$ cat src/rtl/memoria_dados_janela_if.sv
// CPU data-bus view of the windowed data RAM: strobes, address/data and status returns.
interface memoria_dados_janela_if #(
  parameter int unsigned AW = 8,
  parameter int unsigned DW = 8
);
  logic          write;
  logic          ler;
  logic          limpar;
  logic [AW-1:0] endereco;
  logic [DW-1:0] dado_in;
  logic [DW-1:0] dado_out;
  logic          dado_valido;
  logic          erro_endereco;
  logic          ocupado;

  modport master (
    output write, ler, limpar, endereco, dado_in,
    input  dado_out, dado_valido, erro_endereco, ocupado
  );

  modport slave (
    input  write, ler, limpar, endereco, dado_in,
    output dado_out, dado_valido, erro_endereco, ocupado
  );
endinterface

$ cat src/rtl/memoria_dados_janela.sv
// Data RAM mapped at [BASE, BASE+DEPTH-1] with strobed access, pipelined read-valid,
// out-of-window error pulse and a hardware zero-fill sequencer that runs after reset or on request.
module memoria_dados_janela #(
  parameter int unsigned AW       = 8,
  parameter int unsigned DW       = 8,
  parameter int unsigned BASE     = 128,
  parameter int unsigned DEPTH    = 96,
  parameter int unsigned LATENCIA = 1
) (
  input  logic                   clock,
  input  logic                   reset,
  memoria_dados_janela_if.slave  bus
);

  localparam int unsigned IW        = (DEPTH > 1) ? $clog2(DEPTH) : 1;
  localparam logic [AW:0] BASE_X    = (AW+1)'(BASE);
  localparam logic [AW:0] LAST_X    = (AW+1)'(BASE + DEPTH - 1);
  localparam logic [IW-1:0] LAST_IX = IW'(DEPTH - 1);

  localparam logic [0:0] LIMPA  = 1'b0;
  localparam logic [0:0] PRONTO = 1'b1;

  if (BASE + DEPTH > (2 ** AW)) begin : g_chk_map
    $error("memoria_dados_janela: BASE+DEPTH exceeds the address space");
  end
  if ((LATENCIA != 1) && (LATENCIA != 2)) begin : g_chk_lat
    $error("memoria_dados_janela: LATENCIA must be 1 or 2");
  end

  logic [0:0]    state_q, state_d;
  logic [IW-1:0] fill_idx_q, fill_idx_d;
  logic          ocupado_q, ocupado_d;
  logic [DW-1:0] dado_out_q, dado_out_d;
  logic          valido_q, valido_d;
  logic          erro_q, erro_d;

  logic [DW-1:0] mem_q [DEPTH];
  logic          mem_we_c;
  logic [IW-1:0] mem_addr_c;
  logic [DW-1:0] mem_wdata_c;
  logic [DW-1:0] mem_rd_c;
  logic          rd_en_c;

  // Window decode in AW+1 bits so BASE+DEPTH never wraps back into range
  logic [AW:0]   addr_x_c;
  logic          in_win_c;
  logic [IW-1:0] idx_c;

  assign addr_x_c = {1'b0, bus.endereco};
  assign in_win_c = (addr_x_c >= BASE_X) && (addr_x_c <= LAST_X);
  assign idx_c    = IW'(addr_x_c - BASE_X);
  assign mem_rd_c = mem_q[idx_c];

  // Next state: fill sequencing in LIMPA, strobe service in PRONTO (limpar > write > ler)
  always_comb begin
    state_d     = state_q;
    fill_idx_d  = fill_idx_q;
    mem_we_c    = 1'b0;
    mem_addr_c  = fill_idx_q;
    mem_wdata_c = '0;
    rd_en_c     = 1'b0;
    erro_d      = 1'b0;
    case (state_q)
      LIMPA: begin
        mem_we_c = 1'b1;
        if (fill_idx_q == LAST_IX) begin
          state_d = PRONTO;
        end else begin
          fill_idx_d = fill_idx_q + 1'b1;
        end
      end
      default: begin
        if (bus.limpar) begin
          state_d    = LIMPA;
          fill_idx_d = '0;
        end else if (bus.write) begin
          if (in_win_c) begin
            mem_we_c    = 1'b1;
            mem_addr_c  = idx_c;
            mem_wdata_c = bus.dado_in;
          end else begin
            erro_d = 1'b1;
          end
        end else if (bus.ler) begin
          if (in_win_c) begin
            rd_en_c = 1'b1;
          end else begin
            erro_d = 1'b1;
          end
        end
      end
    endcase
    ocupado_d = (state_d == LIMPA);
  end

  // Read return path; the optional second stage keeps draining through a fill request
  if (LATENCIA == 2) begin : g_lat2
    logic          s1_vld_q, s1_vld_d;
    logic [DW-1:0] s1_data_q, s1_data_d;

    always_comb begin
      s1_vld_d   = rd_en_c;
      s1_data_d  = rd_en_c ? mem_rd_c : s1_data_q;
      valido_d   = s1_vld_q;
      dado_out_d = s1_vld_q ? s1_data_q : dado_out_q;
    end

    always_ff @(posedge clock or posedge reset) begin
      if (reset) begin
        s1_vld_q  <= 1'b0;
        s1_data_q <= '0;
      end else begin
        s1_vld_q  <= s1_vld_d;
        s1_data_q <= s1_data_d;
      end
    end
  end else begin : g_lat1
    always_comb begin
      valido_d   = rd_en_c;
      dado_out_d = rd_en_c ? mem_rd_c : dado_out_q;
    end
  end

  always_ff @(posedge clock or posedge reset) begin
    if (reset) begin
      state_q    <= LIMPA;
      fill_idx_q <= '0;
      ocupado_q  <= 1'b1;
      dado_out_q <= '0;
      valido_q   <= 1'b0;
      erro_q     <= 1'b0;
    end else begin
      state_q    <= state_d;
      fill_idx_q <= fill_idx_d;
      ocupado_q  <= ocupado_d;
      dado_out_q <= dado_out_d;
      valido_q   <= valido_d;
      erro_q     <= erro_d;
    end
  end

  // Storage is never reset; the fill sequencer clears it
  always_ff @(posedge clock) begin
    if (mem_we_c) begin
      mem_q[mem_addr_c] <= mem_wdata_c;
    end
  end

  assign bus.dado_out      = dado_out_q;
  assign bus.dado_valido   = valido_q;
  assign bus.erro_endereco = erro_q;
  assign bus.ocupado       = ocupado_q;

endmodule
$ cat src/flat_wrapper.sv
// flat-port wrapper written by rule: the top's interface ports become plain ports
module memoria_dados_janela_flat 
#(
  parameter int unsigned AW       = 8,
  parameter int unsigned DW       = 8,
  parameter int unsigned BASE     = 128,
  parameter int unsigned DEPTH    = 96,
  parameter int unsigned LATENCIA = 1
)
  (clock, reset, bus_write, bus_ler, bus_limpar, bus_endereco, bus_dado_in, bus_dado_out, bus_dado_valido, bus_erro_endereco, bus_ocupado);
  memoria_dados_janela_if #(.AW(AW), .DW(DW)) bus_i ();
  input  logic clock;
  input  logic reset;
  input wire logic [$bits(bus_i.write)-1:0] bus_write;
  input wire logic [$bits(bus_i.ler)-1:0] bus_ler;
  input wire logic [$bits(bus_i.limpar)-1:0] bus_limpar;
  input wire logic [$bits(bus_i.endereco)-1:0] bus_endereco;
  input wire logic [$bits(bus_i.dado_in)-1:0] bus_dado_in;
  output wire logic [$bits(bus_i.dado_out)-1:0] bus_dado_out;
  output wire logic [$bits(bus_i.dado_valido)-1:0] bus_dado_valido;
  output wire logic [$bits(bus_i.erro_endereco)-1:0] bus_erro_endereco;
  output wire logic [$bits(bus_i.ocupado)-1:0] bus_ocupado;
  assign bus_i.write = bus_write;
  assign bus_i.ler = bus_ler;
  assign bus_i.limpar = bus_limpar;
  assign bus_i.endereco = bus_endereco;
  assign bus_i.dado_in = bus_dado_in;
  assign bus_dado_out = bus_i.dado_out;
  assign bus_dado_valido = bus_i.dado_valido;
  assign bus_erro_endereco = bus_i.erro_endereco;
  assign bus_ocupado = bus_i.ocupado;
  memoria_dados_janela #(.AW(AW), .DW(DW), .BASE(BASE), .DEPTH(DEPTH), .LATENCIA(LATENCIA)) u_core (.clock(clock), .reset(reset), .bus(bus_i));
endmodule
$ cat config.mk
export PLATFORM = sky130hd
export DESIGN_NAME = memoria_dados_janela_flat
export DESIGN_NICKNAME = d
export VERILOG_FILES = /design/src/rtl/memoria_dados_janela_if.sv /design/src/rtl/memoria_dados_janela.sv /design/src/flat_wrapper.sv
export SDC_FILE = /design/constraint.sdc
export NUM_CORES = 1
export LEC_CHECK = 0
export ABC_AREA = 0
export ABC_CLOCK_PERIOD_IN_PS = 6300
export BUFFER_PORTS_ARGS = -buffer_cell sky130_fd_sc_hd__buf_2
export CELL_PAD_IN_SITES_DETAIL_PLACEMENT = 1
export CELL_PAD_IN_SITES_GLOBAL_PLACEMENT = 2
export CORE_MARGIN = 2
export CORE_UTILIZATION = 35
export CTS_CLUSTER_SIZE = 30
export DETAILED_ROUTE_END_ITERATION = 10
export PLACE_DENSITY = 0.66
export RECOVER_POWER = 100
export SYNTH_ARGS = -nofsm -noshare
export SYNTH_HDL_FRONTEND = slang
export SYNTH_SLANG_ARGS = --single-unit
$ cat constraint.sdc
create_clock -name clock -period 6.3 [get_ports clock]
set_input_delay 1.575 -clock clock [delete_from_list [all_inputs] [get_ports clock]]
set_output_delay 1.575 -clock clock [all_outputs]
set_load 0.01 [all_outputs]
Word level (Yosys, flattened, before mapping)
Memories as Yosys holds them, arrays and structs flattened. A register that Yosys moved wholly into a read port is not among the register bits. Cells that the tools add are included.

Register bits: 11. RAM bits: 768. Input bits: 21. Output and inout bits: 11. Logic and storage cells: 45. Memories kept: 1.

$add $sub $neg: 2. Order comparisons: 2. Equal/unequal tests: 3. Mux-type cells: 29. Bitwise logic cells: 1. Reductions and logical operators: 2.

Memories: u_core.mem_q (depth 96, bits a word 8, read ports 1, clocked after Yosys merged registers in 1, wr ports 1, RTL line memoria_dados_janela.sv:37) `logic [DW-1:0] mem_q [DEPTH];`.

Operator list (count): $mux 7 (7); $mux 8 (4); $mux 1 (18); $ge 8x8->1 const B (1); $le 8x8->1 const B (1); $add 7x1->7 const B (1); $eq 7x7->1 const B (1); $sub 7x1->7 const B (1); $ne 2x1->1 const B (1); $ne 2x2->1 const B (1); $reduce_and 2->1 (1); $logic_and 1x1->1 (1); $not 1->1 (1).

Longest topological paths before layout
Depth after elaboration: 8. Mapped depth: 9. Mapped depth without buffers: 6.

Worst setup path after synthesis
OpenSTA, ideal clock, no wires.

Path kind: input to register. Start point: in bus_endereco[5]. End point: mem u_core.mem_q[0][0] (data pin). Setup time: 0.451 ns. Arrival time: 3.707 ns. Required time: 5.849 ns. Setup slack: 2.142 ns. Cell stages on the path: 6. Buffers on the path: 3. Path through: buf_4 a21boi_2 and3_1 buf_4 buf_2 and2_1.

Longest elaborated chain between the ends: 6. Elaborated cells between the ends (all ways): 7. Those cells by class: order compare: 2; mux: 4; reduce/logical: 1.

RTL lines: start: declaration (RTL line flat_wrapper.sv:17) `input wire logic [$bits(bus_i.endereco)-1:0] bus_endereco;`; $ge 8x8->1 / $le 8x8->1 (equally long branches) (RTL line memoria_dados_janela.sv:50) `assign in_win_c = (addr_x_c >= BASE_X) && (addr_x_c <= LAST_X);`; $logic_and 1x1->1 * (RTL line memoria_dados_janela.sv:50); $mux 8 * (RTL line memoria_dados_janela.sv:77) `if (in_win_c) begin`; $mux 8 * (RTL line memoria_dados_janela.sv:76) `end else if (bus.write) begin`; $mux 8 * (RTL line memoria_dados_janela.sv:73) `if (bus.limpar) begin`; $mux 8 * (RTL line memoria_dados_janela.sv:63) `case (state_q)`; via u_core.mem_wdata_c[0] (RTL line memoria_dados_janela.sv:40) `logic [DW-1:0] mem_wdata_c;`; end: declaration (RTL line memoria_dados_janela.sv:37).

The timed path passes the listed nets; every way through them passes the cells marked *.

Worst setup path in the final report
Start point: in bus_endereco[5]. End point: mem u_core.mem_q[6][0] (enable).

Longest elaborated chain between the ends: 8. Elaborated cells between the ends (all ways): 14. Those cells by class: add/sub: 1; order compare: 2; mux: 10; reduce/logical: 1.

RTL lines: $ge 8x8->1 / $le 8x8->1 (equally long branches) (RTL line memoria_dados_janela.sv:50); $logic_and 1x1->1 (RTL line memoria_dados_janela.sv:50); $mux 1 (RTL line memoria_dados_janela.sv:77); $mux 1 (RTL line memoria_dados_janela.sv:76); $mux 1 (RTL line memoria_dados_janela.sv:73); $mux 1 (RTL line memoria_dados_janela.sv:63); $mux 1 (RTL line memoria_dados_janela.sv:144) `if (mem_we_c) begin`; $mux 1 (not written as such) (RTL line memoria_dados_janela.sv:145) `mem_q[mem_addr_c] <= mem_wdata_c;`.

Several ways; a longest one is shown, not always the timed one.

==> metrics.txt <==
# TYPE chip_impl_metric gauge
chip_impl_info{name="outcome",value="finished, violations left"} 1
chip_impl_info{name="violations",value="capacitance limit, slew limit"} 1
chip_impl_metric{name="clk_pin_slew_worst_paths",unit="ns"} 0.06
chip_impl_metric{name="grt_pass1_wl",unit="mm"} 117
chip_impl_metric{name="util_after_layout",unit=""} 0.396
chip_impl_metric{name="grt.total_usage",unit=""} 0.177
chip_impl_metric{name="powerDensity",unit="nW/um2"} 332
chip_impl_metric{name="clock_path_buffers",unit=""} 3
chip_impl_info{name="path_class",value="in -> reg"} 1
chip_impl_metric{name="cts_post_setup_buffers_inserted",unit=""} 0
chip_impl_metric{name="htree_num_levels",unit=""} 3
chip_impl_metric{name="postSynthAreaPerCell",unit="um2"} 19.7
chip_impl_metric{name="route.detailed.wl_per_inst",unit="um"} 27.8
chip_impl_metric{name="fraction_of_registers_with_async_set_reset",unit=""} 0.0241
chip_impl_info{name="mostFrequentLayoutCell",value="sky130_fd_sc_hd__edfxtp_1"} 1
chip_impl_metric{name="post_cts_resize_count",unit=""} 0
chip_impl_info{name="min-delay-path-class",value="reg -> reg"} 1
chip_impl_metric{name="die_height",unit="um"} 303
chip_impl_metric{name="worst_path_largest_cell_delay",unit="ns"} 0.98
chip_impl_metric{name="hpwl",unit="mm"} 48.4
chip_impl_metric{name="total_of_warnings_raised_by_yosys",unit=""} 0
chip_impl_metric{name="ant_nets",unit=""} 0
chip_impl_info{name="synth_area_leader_cell",value="sky130_fd_sc_hd__edfxtp_1"} 1
chip_impl_info{name="root_buffer_selected_by_cts",value="sky130_fd_sc_hd__clkbuf_16"} 1
chip_impl_metric{name="grt_start_max_net_pins",unit=""} 101
chip_impl_metric{name="power_frac_clock",unit=""} 0.397
chip_impl_metric{name="max_freq",unit="MHz"} 192
chip_impl_metric{name="detail_route.drc_violations",unit=""} 0
chip_impl_metric{name="path_buf_inv",unit=""} 1
chip_impl_metric{name="max-cap-violations",unit=""} 6
chip_impl_metric{name="insertedDiodeCount",unit=""} 0
chip_impl_metric{name="core_region_area",unit="um2"} 88400
chip_impl_metric{name="synth_area",unit="um2"} 31200
chip_impl_info{name="worstSetupEndpointType",value="register"} 1
chip_impl_metric{name="fillCellCount",unit=""} 8528
chip_impl_metric{name="synth.ff_latch_count",unit=""} 787
chip_impl_metric{name="post_synth_edffs",unit=""} 768
chip_impl_metric{name="totalPowerFinal",unit="mW"} 11.6
chip_impl_metric{name="net_load_switching_power",unit="mW"} 2.83
chip_impl_metric{name="die_w",unit="um"} 303
chip_impl_metric{name="gp_congestion",unit=""} 0.766
chip_impl_metric{name="finish.cell_count_without_fillers",unit=""} 2872
chip_impl_info{name="mostFrequentLayoutCells",value="768 x sky130_fd_sc_hd__edfxtp_1, 159 x sky130_fd_sc_hd__mux4_2, 130 x sky130_fd_sc_hd__nor2_1"} 1
chip_impl_metric{name="placed_insts",unit=""} 2725
chip_impl_metric{name="yosysSeqAreaShare",unit=""} 0.754
chip_impl_metric{name="placement.io_buffers",unit=""} 31
chip_impl_metric{name="drt_iter0_markers",unit=""} 1354
chip_impl_metric{name="skew_pair_late_insertion_delay",unit="ns"} 0.62
chip_impl_metric{name="cts_hold_repair.buffers",unit=""} 0
chip_impl_metric{name="worst-endpoint-required",unit="ns"} 6.54
chip_impl_metric{name="final_hold_viol_count",unit=""} 0
chip_impl_metric{name="via_cell_ratio",unit=""} 5.38
chip_impl_metric{name="final-setup-viol-count",unit=""} 0
chip_impl_info{name="worst_path_max_delay_cell",value="sky130_fd_sc_hd__nor2_1"} 1
chip_impl_metric{name="sequential_cell_area",unit="um2"} 23500
chip_impl_metric{name="io_pins",unit=""} 32
chip_impl_metric{name="timing.slew.headroom",unit=""} -0.288
chip_impl_info{name="cpLargestDelayFamily",value="simple AND/OR/NAND/NOR gates"} 1
chip_impl_metric{name="multiInputGateArea",unit="um2"} 7130
chip_impl_info{name="start_kind",value="input pin"} 1
chip_impl_info{name="ys_top_cells_by_area",value="sky130_fd_sc_hd__edfxtp_1 74%, sky130_fd_sc_hd__mux4_2 11%, sky130_fd_sc_hd__mux2i_1 2.0%"} 1
chip_impl_metric{name="synth.net_count",unit=""} 1604
chip_impl_metric{name="p_int",unit="mW"} 8.80
chip_impl_metric{name="drt_pass1_iterations",unit=""} 5
chip_impl_metric{name="period_minus_slack",unit="ns"} 5.20
chip_impl_metric{name="cts_buffers",unit=""} 83
chip_impl_metric{name="layout_worst_path_cycle_share",unit=""} 0.825
chip_impl_metric{name="standby_leakage_power",unit="nW"} 12.0
chip_impl_metric{name="dr_vias",unit=""} 15400
chip_impl_metric{name="crit_arrival",unit="ns"} 5.44
chip_impl_metric{name="antenna_violations_before_repair",unit=""} 2
chip_impl_metric{name="floorplan.die_area",unit="um2"} 91700
chip_impl_metric{name="finalSetupTns",unit="ns"} 0
chip_impl_metric{name="first_global_vias",unit=""} 16500
chip_impl_metric{name="clock_skew",unit="ns"} 0.0182
chip_impl_metric{name="cts_num_sinks",unit=""} 787
chip_impl_info{name="rsz0062_at_grt",value="no"} 1
chip_impl_metric{name="hold_ws",unit="ns"} 0.626
chip_impl_metric{name="num-nets-final",unit=""} 1667
chip_impl_metric{name="combinationalPowerShare",unit=""} 0.091
chip_impl_metric{name="post-synth-top-area-fraction",unit=""} 0.738
chip_impl_metric{name="max_slew.worst_pin.slew",unit="ns"} 1.93
chip_impl_metric{name="synth_cell_types",unit=""} 55
chip_impl_metric{name="grt_overflow",unit=""} 0
chip_impl_metric{name="post_route_cells_drive_above_1_share",unit=""} 0.214
chip_impl_metric{name="switching_power_as_a_share_of_total_power",unit=""} 0.243
chip_impl_metric{name="path_max_fanout",unit=""} 19
chip_impl_metric{name="placementRows",unit=""} 109
chip_impl_metric{name="power.sequential.fraction",unit=""} 0.512
chip_impl_metric{name="start_util",unit=""} 0.353
chip_impl_info{name="synth-main-ff-cell",value="sky130_fd_sc_hd__edfxtp_1"} 1
chip_impl_metric{name="peakVddDrop",unit="uV"} 182
chip_impl_metric{name="area_growth_syn_to_layout",unit="%"} 12.1
chip_impl_info{name="crit_path_cell_trace",value="clkbuf_1, a21boi_0, nand3_1, nand2_1, nand2_1, nand3_1, nor2_1"} 1
chip_impl_info{name="tritoncts_clock_tree",value="built"} 1
chip_impl_metric{name="drt-total-wl",unit="mm"} 79.8
chip_impl_metric{name="synthCells",unit=""} 1582
chip_impl_metric{name="slew_viol_final",unit=""} 490
[final timing paths]
check                                      from                        to  slack (ns)  cells after the start
setup / recovery                bus_endereco[5]        u_core.mem_q[6][0]        1.10                      7
min in group asynchronous                 reset  u_core.bus.erro_endereco        1.11                      2
hold / removal             u_core.fill_idx_q[6]      u_core.fill_idx_q[6]        0.63                      2
hold reg to reg            u_core.fill_idx_q[6]      u_core.fill_idx_q[6]        0.63                      2
setup reg to reg                 u_core.state_q        u_core.mem_q[6][0]        2.48                      5
max in group asynchronous                 reset    u_core.bus.dado_out[5]        4.68                      2
[tightest hold or removal path, stage by stage (launching register included)]
cell and delay [ns]:
sky130_fd_sc_hd__dfrtp_1 0.44, sky130_fd_sc_hd__nand2_1 0.08, sky130_fd_sc_hd__o21ai_0 0.07
[synthesized netlist by cell type, drive strengths merged (2+ instances only)]
master / n
o221ai: 6
nand3b: 4
a22oi: 10
o22ai: 23
edfxtp: 768
nand2b: 9
nand3: 29
a31oi: 7
dfrtp: 18
a221oi: 8
a311oi: 14
or3: 3
o21ai: 28
a21oi: 4
nor2: 130
o31ai: 4
a211oi: 17
buf: 62
inv: 5
clkbuf: 22
o31a: 8
mux2: 49
nor3: 5
and2: 10
xnor2: 2
nand2: 72
nand4: 5
mux4: 159
nor2b: 24
mux2i: 64
[layer usage]
| metal | global-route usage | vias to the layer above | part of all wire |
|---|---|---|---|
| met4 | 0.0452 | 4 | 0.026 |
| met1 | 0.245 | 8324 | 0.44 |
| met2 | 0.288 | 398 | 0.49 |
| li1 | - | 6585 | - |
| met3 | 0.0314 | 129 | 0.049 |
| met5 | 0 | - | 0.00029 |
[cells by family (layout without fill, tap and decap cells)]
| group | Yosys count | after routing | share of synthesized area |
|---|---|---|---|
| compound gates | 135 | 135 | 0.0310 |
| xor+xnor | 3 | 3 | 0.000841 |
| fa+ha+maj | 1 | 1 | 0.000400 |
| buf+inv | 89 | 214 | 0.0180 |
| flops | 787 | 787 | 0.754 |
| mux | 272 | 272 | 0.153 |
| simple gates | 295 | 295 | 0.0433 |
[per-stage QoR]
stage / setup slack (ns) / cell area (um2)
final: 1.10 / 35000
after global routing: 0.826 / 35000
after CTS: 1.86 / 35100
after detailed placement: 1.22 / 32600
after global placement: 1.23 / 32600
after floorplan: 2.14 / 31200
[power groups by stage]
stage / sequential, mW / combinational (mW) / clock, mW
2_1_floorplan: 6.01 / 0.657 / 0
6_report: 5.95 / 1.06 / 4.62
3_3_place_gp: 6.05 / 1.07 / 0
4_1_cts: 5.95 / 1.09 / 4.70
3_5_place_dp: 6.06 / 1.08 / 0
5_1_grt: 5.97 / 1.14 / 4.88
[registers in the layout (all words and copies together), names as in the netlist]
| name | cells |
|---|---|
| u_core.fill_idx_q | 7 |
| u_core.mem_q | 768 |
| u_core.bus.ocupado | 1 |
| u_core.bus.dado_valido | 1 |
| u_core.state_q | 1 |
| u_core.bus.dado_out | 8 |
| u_core.bus.erro_endereco | 1 |
[cell type report]
| cell class | count | share of cell area |
|---|---|---|
| clock buffers | 112 | 0.0651 |
| well taps | 1165 | 0.0416 |
| repair buffers | 62 | 0.0102 |
| flip-flops and latches | 787 | 0.672 |
| clock inverters | 35 | 0.00689 |
| inverters | 5 | 0.000536 |
| multi-input cells | 706 | 0.204 |
Power figures use the tool's default switching activity.
